## src/rtl/rename_pkg.sv

```systemverilog
// Shared widths, counts and tag/index types for the rename map table.
// Also provides the identity map loaded into both maps on reset.
package rename_pkg;

    localparam int PREG_WIDTH   = 6;
    localparam int AREG_WIDTH   = 5;
    localparam int NUM_AREG     = 32;
    localparam int NUM_PREG     = 64;
    localparam int RENAME_WIDTH = 2;
    localparam int WB_PORTS     = 2;
    localparam int COMMIT_WIDTH = 2;

    typedef logic [PREG_WIDTH-1:0] preg_tag_t;
    typedef logic [AREG_WIDTH-1:0] areg_idx_t;

    typedef preg_tag_t [NUM_AREG-1:0] map_t;

    function automatic map_t identity_map();
        map_t m;
        for (int k = 0; k < NUM_AREG; k++) begin
            m[k] = PREG_WIDTH'(k);
        end
        return m;
    endfunction

endpackage

```

## src/rtl/rename_map_table_if.sv

```systemverilog
// Rename, writeback, commit and flush bundle of the rename map table.
// master: decode/ROB side driving requests; slave: the table itself.
interface rename_map_table_if;
    import rename_pkg::*;

    logic [RENAME_WIDTH-1:0]               rn_valid;
    areg_idx_t [RENAME_WIDTH-1:0]          rn_rs1_idx;
    areg_idx_t [RENAME_WIDTH-1:0]          rn_rs2_idx;
    areg_idx_t [RENAME_WIDTH-1:0]          rn_rd_idx;
    logic [RENAME_WIDTH-1:0]               rn_rd_we;
    preg_tag_t [RENAME_WIDTH-1:0]          rn_rd_tag;

    preg_tag_t [RENAME_WIDTH-1:0]          rs1_tag;
    preg_tag_t [RENAME_WIDTH-1:0]          rs2_tag;
    preg_tag_t [RENAME_WIDTH-1:0]          rd_old_tag;
    logic [RENAME_WIDTH-1:0]               rs1_ready;
    logic [RENAME_WIDTH-1:0]               rs2_ready;

    logic [WB_PORTS-1:0]                   wb_valid;
    preg_tag_t [WB_PORTS-1:0]              wb_tag;

    logic [COMMIT_WIDTH-1:0]               cm_valid;
    areg_idx_t [COMMIT_WIDTH-1:0]          cm_rd_idx;
    preg_tag_t [COMMIT_WIDTH-1:0]          cm_rd_tag;

    logic                                  flush;

    modport master (
        output rn_valid, rn_rs1_idx, rn_rs2_idx, rn_rd_idx,
        output rn_rd_we, rn_rd_tag,
        output wb_valid, wb_tag,
        output cm_valid, cm_rd_idx, cm_rd_tag,
        output flush,
        input  rs1_tag, rs2_tag, rd_old_tag, rs1_ready, rs2_ready
    );

    modport slave (
        input  rn_valid, rn_rs1_idx, rn_rs2_idx, rn_rd_idx,
        input  rn_rd_we, rn_rd_tag,
        input  wb_valid, wb_tag,
        input  cm_valid, cm_rd_idx, cm_rd_tag,
        input  flush,
        output rs1_tag, rs2_tag, rd_old_tag, rs1_ready, rs2_ready
    );

endinterface

```

## src/rtl/rmt_group_bypass.sv

```systemverilog
// Intra-group bypass for one operand: younger lanes see the newest
// older-lane rd tag. Ports: src_idx/map_tag per lane in; tag/hit out.
module rmt_group_bypass
    import rename_pkg::*;
(
    input  areg_idx_t [RENAME_WIDTH-1:0] src_idx,
    input  preg_tag_t [RENAME_WIDTH-1:0] map_tag,
    input  logic [RENAME_WIDTH-1:0]      rn_valid,
    input  logic [RENAME_WIDTH-1:0]      rn_rd_we,
    input  areg_idx_t [RENAME_WIDTH-1:0] rn_rd_idx,
    input  preg_tag_t [RENAME_WIDTH-1:0] rn_rd_tag,
    output preg_tag_t [RENAME_WIDTH-1:0] tag,
    output logic [RENAME_WIDTH-1:0]      hit
);

    always_comb begin
        tag = map_tag;
        hit = '0;
        for (int j = 1; j < RENAME_WIDTH; j++) begin
            // ascending scan: the youngest older lane overrides last
            for (int i = 0; i < j; i++) begin
                if (rn_valid[i] && rn_rd_we[i] &&
                    rn_rd_idx[i] != '0 &&
                    rn_rd_idx[i] == src_idx[j]) begin
                    tag[j] = rn_rd_tag[i];
                    hit[j] = 1'b1;
                end
            end
        end
    end

endmodule

```

## src/rtl/rename_map_table.sv

```systemverilog
// Speculative/committed rename maps plus per-preg ready bits.
// Ports: clk, rst (sync, active high), bus (slave). Macro: RMT_WB_BYPASS_EN.
module rename_map_table
    import rename_pkg::*;
(
    input  logic                clk,
    input  logic                rst,
    rename_map_table_if.slave   bus
);

    map_t                spec_map;
    map_t                commit_map;
    logic [NUM_PREG-1:0] ready;

    map_t                spec_next;
    map_t                commit_next;
    logic [NUM_PREG-1:0] ready_next;

    preg_tag_t [RENAME_WIDTH-1:0] rs1_map;
    preg_tag_t [RENAME_WIDTH-1:0] rs2_map;
    preg_tag_t [RENAME_WIDTH-1:0] rd_map;
    logic [RENAME_WIDTH-1:0]      rs1_hit;
    logic [RENAME_WIDTH-1:0]      rs2_hit;
    logic [RENAME_WIDTH-1:0]      rd_hit;

    always_comb begin
        for (int j = 0; j < RENAME_WIDTH; j++) begin
            rs1_map[j] = spec_map[bus.rn_rs1_idx[j]];
            rs2_map[j] = spec_map[bus.rn_rs2_idx[j]];
            rd_map[j]  = spec_map[bus.rn_rd_idx[j]];
        end
    end

    rmt_group_bypass u_byp_rs1 (
        .src_idx   (bus.rn_rs1_idx),
        .map_tag   (rs1_map),
        .rn_valid  (bus.rn_valid),
        .rn_rd_we  (bus.rn_rd_we),
        .rn_rd_idx (bus.rn_rd_idx),
        .rn_rd_tag (bus.rn_rd_tag),
        .tag       (bus.rs1_tag),
        .hit       (rs1_hit)
    );

    rmt_group_bypass u_byp_rs2 (
        .src_idx   (bus.rn_rs2_idx),
        .map_tag   (rs2_map),
        .rn_valid  (bus.rn_valid),
        .rn_rd_we  (bus.rn_rd_we),
        .rn_rd_idx (bus.rn_rd_idx),
        .rn_rd_tag (bus.rn_rd_tag),
        .tag       (bus.rs2_tag),
        .hit       (rs2_hit)
    );

    rmt_group_bypass u_byp_rd (
        .src_idx   (bus.rn_rd_idx),
        .map_tag   (rd_map),
        .rn_valid  (bus.rn_valid),
        .rn_rd_we  (bus.rn_rd_we),
        .rn_rd_idx (bus.rn_rd_idx),
        .rn_rd_tag (bus.rn_rd_tag),
        .tag       (bus.rd_old_tag),
        .hit       (rd_hit)
    );

    // rd_old never needs a ready bit
    logic unused_rd_hit;
    assign unused_rd_hit = ^rd_hit;

    always_comb begin
        for (int j = 0; j < RENAME_WIDTH; j++) begin
            bus.rs1_ready[j] = ready[bus.rs1_tag[j]];
            bus.rs2_ready[j] = ready[bus.rs2_tag[j]];
`ifdef RMT_WB_BYPASS_EN
            for (int p = 0; p < WB_PORTS; p++) begin
                if (bus.wb_valid[p] && bus.wb_tag[p] == bus.rs1_tag[j])
                    bus.rs1_ready[j] = 1'b1;
                if (bus.wb_valid[p] && bus.wb_tag[p] == bus.rs2_tag[j])
                    bus.rs2_ready[j] = 1'b1;
            end
`endif
            // x0 is always ready; an in-group producer never is
            if (bus.rn_rs1_idx[j] == '0) bus.rs1_ready[j] = 1'b1;
            if (bus.rn_rs2_idx[j] == '0) bus.rs2_ready[j] = 1'b1;
            if (rs1_hit[j]) bus.rs1_ready[j] = 1'b0;
            if (rs2_hit[j]) bus.rs2_ready[j] = 1'b0;
        end
    end

    always_comb begin
        commit_next = commit_map;
        for (int c = 0; c < COMMIT_WIDTH; c++) begin
            if (bus.cm_valid[c] && bus.cm_rd_idx[c] != '0)
                commit_next[bus.cm_rd_idx[c]] = bus.cm_rd_tag[c];
        end
    end

    always_comb begin
        spec_next  = spec_map;
        ready_next = ready;
        if (bus.flush) begin
            spec_next  = commit_next;
            ready_next = '1;
        end else begin
            for (int p = 0; p < WB_PORTS; p++) begin
                if (bus.wb_valid[p])
                    ready_next[bus.wb_tag[p]] = 1'b1;
            end
            // applied after writeback so a rename clear wins
            for (int j = 0; j < RENAME_WIDTH; j++) begin
                if (bus.rn_valid[j] && bus.rn_rd_we[j] &&
                    bus.rn_rd_idx[j] != '0) begin
                    spec_next[bus.rn_rd_idx[j]] = bus.rn_rd_tag[j];
                    ready_next[bus.rn_rd_tag[j]] = 1'b0;
                end
            end
        end
    end

    always_ff @(posedge clk) begin
        if (rst) begin
            spec_map   <= identity_map();
            commit_map <= identity_map();
            ready      <= '1;
        end else begin
            spec_map   <= spec_next;
            commit_map <= commit_next;
            ready      <= ready_next;
        end
    end

endmodule

```

## src/flat_wrapper.sv

```systemverilog
// flat-port wrapper written by rule: the top's interface ports become plain ports
module rename_map_table_flat import rename_pkg::*;
  (clk, rst, bus_rn_valid, bus_rn_rs1_idx, bus_rn_rs2_idx, bus_rn_rd_idx, bus_rn_rd_we, bus_rn_rd_tag, bus_wb_valid, bus_wb_tag, bus_cm_valid, bus_cm_rd_idx, bus_cm_rd_tag, bus_flush, bus_rs1_tag, bus_rs2_tag, bus_rd_old_tag, bus_rs1_ready, bus_rs2_ready);
  rename_map_table_if bus_i ();
  input  logic clk;
  input  logic rst;
  input wire logic [$bits(bus_i.rn_valid)-1:0] bus_rn_valid;
  input wire logic [$bits(bus_i.rn_rs1_idx)-1:0] bus_rn_rs1_idx;
  input wire logic [$bits(bus_i.rn_rs2_idx)-1:0] bus_rn_rs2_idx;
  input wire logic [$bits(bus_i.rn_rd_idx)-1:0] bus_rn_rd_idx;
  input wire logic [$bits(bus_i.rn_rd_we)-1:0] bus_rn_rd_we;
  input wire logic [$bits(bus_i.rn_rd_tag)-1:0] bus_rn_rd_tag;
  input wire logic [$bits(bus_i.wb_valid)-1:0] bus_wb_valid;
  input wire logic [$bits(bus_i.wb_tag)-1:0] bus_wb_tag;
  input wire logic [$bits(bus_i.cm_valid)-1:0] bus_cm_valid;
  input wire logic [$bits(bus_i.cm_rd_idx)-1:0] bus_cm_rd_idx;
  input wire logic [$bits(bus_i.cm_rd_tag)-1:0] bus_cm_rd_tag;
  input wire logic [$bits(bus_i.flush)-1:0] bus_flush;
  output wire logic [$bits(bus_i.rs1_tag)-1:0] bus_rs1_tag;
  output wire logic [$bits(bus_i.rs2_tag)-1:0] bus_rs2_tag;
  output wire logic [$bits(bus_i.rd_old_tag)-1:0] bus_rd_old_tag;
  output wire logic [$bits(bus_i.rs1_ready)-1:0] bus_rs1_ready;
  output wire logic [$bits(bus_i.rs2_ready)-1:0] bus_rs2_ready;
  assign bus_i.rn_valid = bus_rn_valid;
  assign bus_i.rn_rs1_idx = bus_rn_rs1_idx;
  assign bus_i.rn_rs2_idx = bus_rn_rs2_idx;
  assign bus_i.rn_rd_idx = bus_rn_rd_idx;
  assign bus_i.rn_rd_we = bus_rn_rd_we;
  assign bus_i.rn_rd_tag = bus_rn_rd_tag;
  assign bus_i.wb_valid = bus_wb_valid;
  assign bus_i.wb_tag = bus_wb_tag;
  assign bus_i.cm_valid = bus_cm_valid;
  assign bus_i.cm_rd_idx = bus_cm_rd_idx;
  assign bus_i.cm_rd_tag = bus_cm_rd_tag;
  assign bus_i.flush = bus_flush;
  assign bus_rs1_tag = bus_i.rs1_tag;
  assign bus_rs2_tag = bus_i.rs2_tag;
  assign bus_rd_old_tag = bus_i.rd_old_tag;
  assign bus_rs1_ready = bus_i.rs1_ready;
  assign bus_rs2_ready = bus_i.rs2_ready;
  rename_map_table u_core (.clk(clk), .rst(rst), .bus(bus_i));
endmodule
```

## config.mk

```make
export PLATFORM = sky130hd
export DESIGN_NAME = rename_map_table_flat
export DESIGN_NICKNAME = d
export VERILOG_FILES = /design/src/rtl/rename_pkg.sv /design/src/rtl/rename_map_table_if.sv /design/src/rtl/rmt_group_bypass.sv /design/src/rtl/rename_map_table.sv /design/src/flat_wrapper.sv
export SDC_FILE = /design/constraint.sdc
export NUM_CORES = 2
export LEC_CHECK = 0
export BUFFER_PORTS_ARGS = -buffer_cell sky130_fd_sc_hd__clkbuf_2
export CORE_UTILIZATION = 45
export DETAILED_ROUTE_END_ITERATION = 7
export PLACE_DENSITY_LB_ADDON = 0.2
export SYNTH_ARGS = -nofsm -noshare
export SYNTH_HDL_FRONTEND = slang
export SYNTH_SLANG_ARGS = --single-unit
```

## constraint.sdc

```tcl
create_clock -name clk -period 6 [get_ports clk]
set_input_delay 0.3 -clock clk [delete_from_list [all_inputs] [get_ports clk]]
set_output_delay 0.3 -clock clk [all_outputs]
set_load 0.05 [all_outputs]
```

==> flow_summary.ini <==
[placement]
port_buffers = 126
placed_cells = 4700
place_area_um2 = 35600
hpwl_um = 106000
place_congestion = 1.06
place_ws_ns = 1.16

[detailed_routing]
num_vias = 33729
dr.pass1.iters = 8
vias_per_cell = 7.03
drt_iter0_drc = 5009
drc = 25
wl_per_cell_um = 32.9
drt-total-wl_um = 158000
ant_nets = 0

[cells_and_area]
syn_to_final_growth_pct = 7.67
finalInstanceArea_um2 = 37300
num-nets-final = 3810
final_layout_size_suffix_gt1_share_pct = 18.6
layout.cells.non_filler = 4795

[timing]
fin_ws_ns = 0.852
fin_worst_skew_ns = 0.0296
final_max_slew_viol_count = 0
relSlewSlack_pct = 23.0
hold_viol = 0
tns_ns = 0
fmax_mhz = 194
fin_crit_ns = 5.15
rsz0062_at_grt = no
worst_slew_pin_slew_ns = 1.15
setup_violations = 0
fin_hold_ws_ns = 0.0743
period_share_pct = 85.8

[synthesis]
ys_async_sr_fraction_pct = 0
netlist.area_leader.share_pct = 25.9
ys.flop_type = dfxtp_1
synth_fp_nets = 3940
ys_ff_latch = 448
yosysWarnings = 0
yosysSeqAreaShare_pct = 25.9
yosysTopAreaCell = dfxtp_1
yosys-top-cells-count = 604 x nor2_1, 497 x mux2i_1, 448 x dfxtp_1
syn_avg_cell_area_um2 = 8.99
ys_types = 67
synth_cells = 3853
synth_most_common_cell = nor2_1
synthTopCellsByArea = dfxtp_1 26%, mux4_2 21%, mux2i_1 14%
synth_edf_count = 0
syn_area_um2 = 34600

[critical_path]
cp-startpoint = u_core.spec_map[30]$_SDFF_PP1_
reg2reg_depth = 4
required_ns = 5.70
cp.arrival_ns = 4.85
cp-start-kind = flip-flop
critPathCaptureType = output port
r2r_end = u_core.spec_map[30]$_SDFF_PP1_
criticalPathCategory = reg -> out
r2r_start = u_core.spec_map[30]$_SDFF_PP1_
worstPathMaxFanout = 37
r2r_slack_ns = 4.44

[global_route]
grt_pass1_vias = 31226
grt_overflow = 0
antenna_found_initial = 7
grt_pass1_wl_um = 226000
grt_usage_pct = 39.6
grt_max_degree = 160

[clock_network]
postCtsHoldBufs = 0
ctsResizeCount = 0
numClockSinks = 448
post_cts_buffers = 0
cts-root-buf = clkbuf_16
clk_pin_slew_ns = 0.06
clockBufferDepth = 3
cts_buffers = 51
cts_htree_levels = 2
clk_latency_ns = 0.63
cts_tree = yes

[die]
core_um2 = 76100
die_h_um = 279
die_area_um2 = 78100
start_util_pct = 45.5
std_cell_rows = 101
die_w_um = 279
pin_count = 127

[flow_run]
max_cap_viol_count = 0

[min_path]
hold_class = in -> reg
min_from = rst
worstHoldPathCells = 2
worst_hold_path.endpoint = u_core.commit_map[36]$_SDFF_PP0_

[power]
power_density_nw_per_um2 = 214
peakVddDrop_uv = 220
p_leak_uw = 0.0134

[status]
status = finished with violations
violations = design-rule violations
## power breakdown
| part | leakage, uW | switching (uW) | total, uW | internal [uW] |
|---|---|---|---|---|
| clock network | 0.000841 | 1360 | 3220 | 1860 |
| logic | 0.00888 | 1060 | 1600 | 540 |
| registers | 0.00363 | 112 | 3140 | 3030 |
## area by class of cell
cell class                      count  area, um^2
Antenna cell                        5        12.5
Clock buffer                       71        1490
Clock inverter                     19         195
Fill cell                        7336       38800
Inverter                           65         244
Multi-Input combinational cell   2957       23900
Sequential cell                   448        8970
Tap cell                         1030        1290
Timing Repair Buffer              200        1230
## worst max-delay path by stage
| stage | to | slack (ns) | depth (start not counted) |
|---|---|---|---|
| global route | bus_rs2_ready[1] | 0.76 | 11 |
| finish | bus_rs1_ready[0] | 0.85 | 11 |
| floorplan | bus_rs2_ready[1] | 1.36 | 10 |
| detailed placement | bus_rs2_ready[0] | 1.16 | 13 |
| global placement | bus_rs2_ready[0] | 1.16 | 13 |
| CTS | bus_rs2_ready[0] | 1.14 | 12 |
## flip-flops by register name, summed over array words and instances (netlist names)
signal             cells
u_core.ready          64
u_core.spec_map      192
u_core.commit_map    192
## layout by cell type, fill, tap and decap left out, drive strengths merged, types with 4 or more instances in the layout
cell type / n
buf: 82
or3b: 4
mux2i: 499
or3: 9
nor3b: 10
a211o: 37
a221oi: 16
and2: 7
o211ai: 15
nand2b: 15
diode: 5
and3: 5
clkinv: 16
a311oi: 18
nand3: 55
o21ai: 130
o22ai: 126
a31oi: 14
nand4: 11
xor2: 9
a21oi: 294
a22oi: 60
o2111ai: 4
clkbuf: 189
nor2: 606
mux2: 32
inv: 64
nand4b: 5
nor2b: 103
a22o: 55
nor3: 17
dfxtp: 448
a211oi: 152
nand2: 247
mux4: 320
nand3b: 14
xnor2: 6
or2: 38
## metal layers
metal  part of all wire, %  global-route usage (%)  wire length (um)  up-vias
met4                   8.7                    27.6             13800        8
met1                    36                    49.3             56600    16132
met5                 0.036                       0                57        -
met2                    43                    60.0             67800     2713
li1                      -                       -                 -    14172
met3                    12                    10.5             19500      704
## cells by family after synthesis
family                    synth area share (%)
and+or+nand+nor                           14.6
buffers and inverters                     5.40
xor gates and xnor gates                 0.379
muxes                                     36.3
DFF                                       25.9
AOI/OAI and AO/OA                         17.4
## critical path, stage by stage (launching register included)
cell,delay [ns]
dfxtp_1,0.93
mux4_2,0.41
mux2i_1,0.06
a21oi_1,0.28
o22a_2,0.84
mux2_2,0.41
o21ai_0,0.20
o22ai_1,0.13
a221o_1,0.29
a31oi_1,0.17
nand4_1,0.16
clkbuf_2,0.28
## stage by stage
stage | power [uW] | util (%)
floorplan | 4240 | -
global placement | 4740 | 46.8
detailed placement | 4740 | 46.8
CTS | 7920 | 49.0
global route | 8150 | 49.0
finish | 7960 | 49.0
No activity file was read; power rests on OpenSTA's default activity.
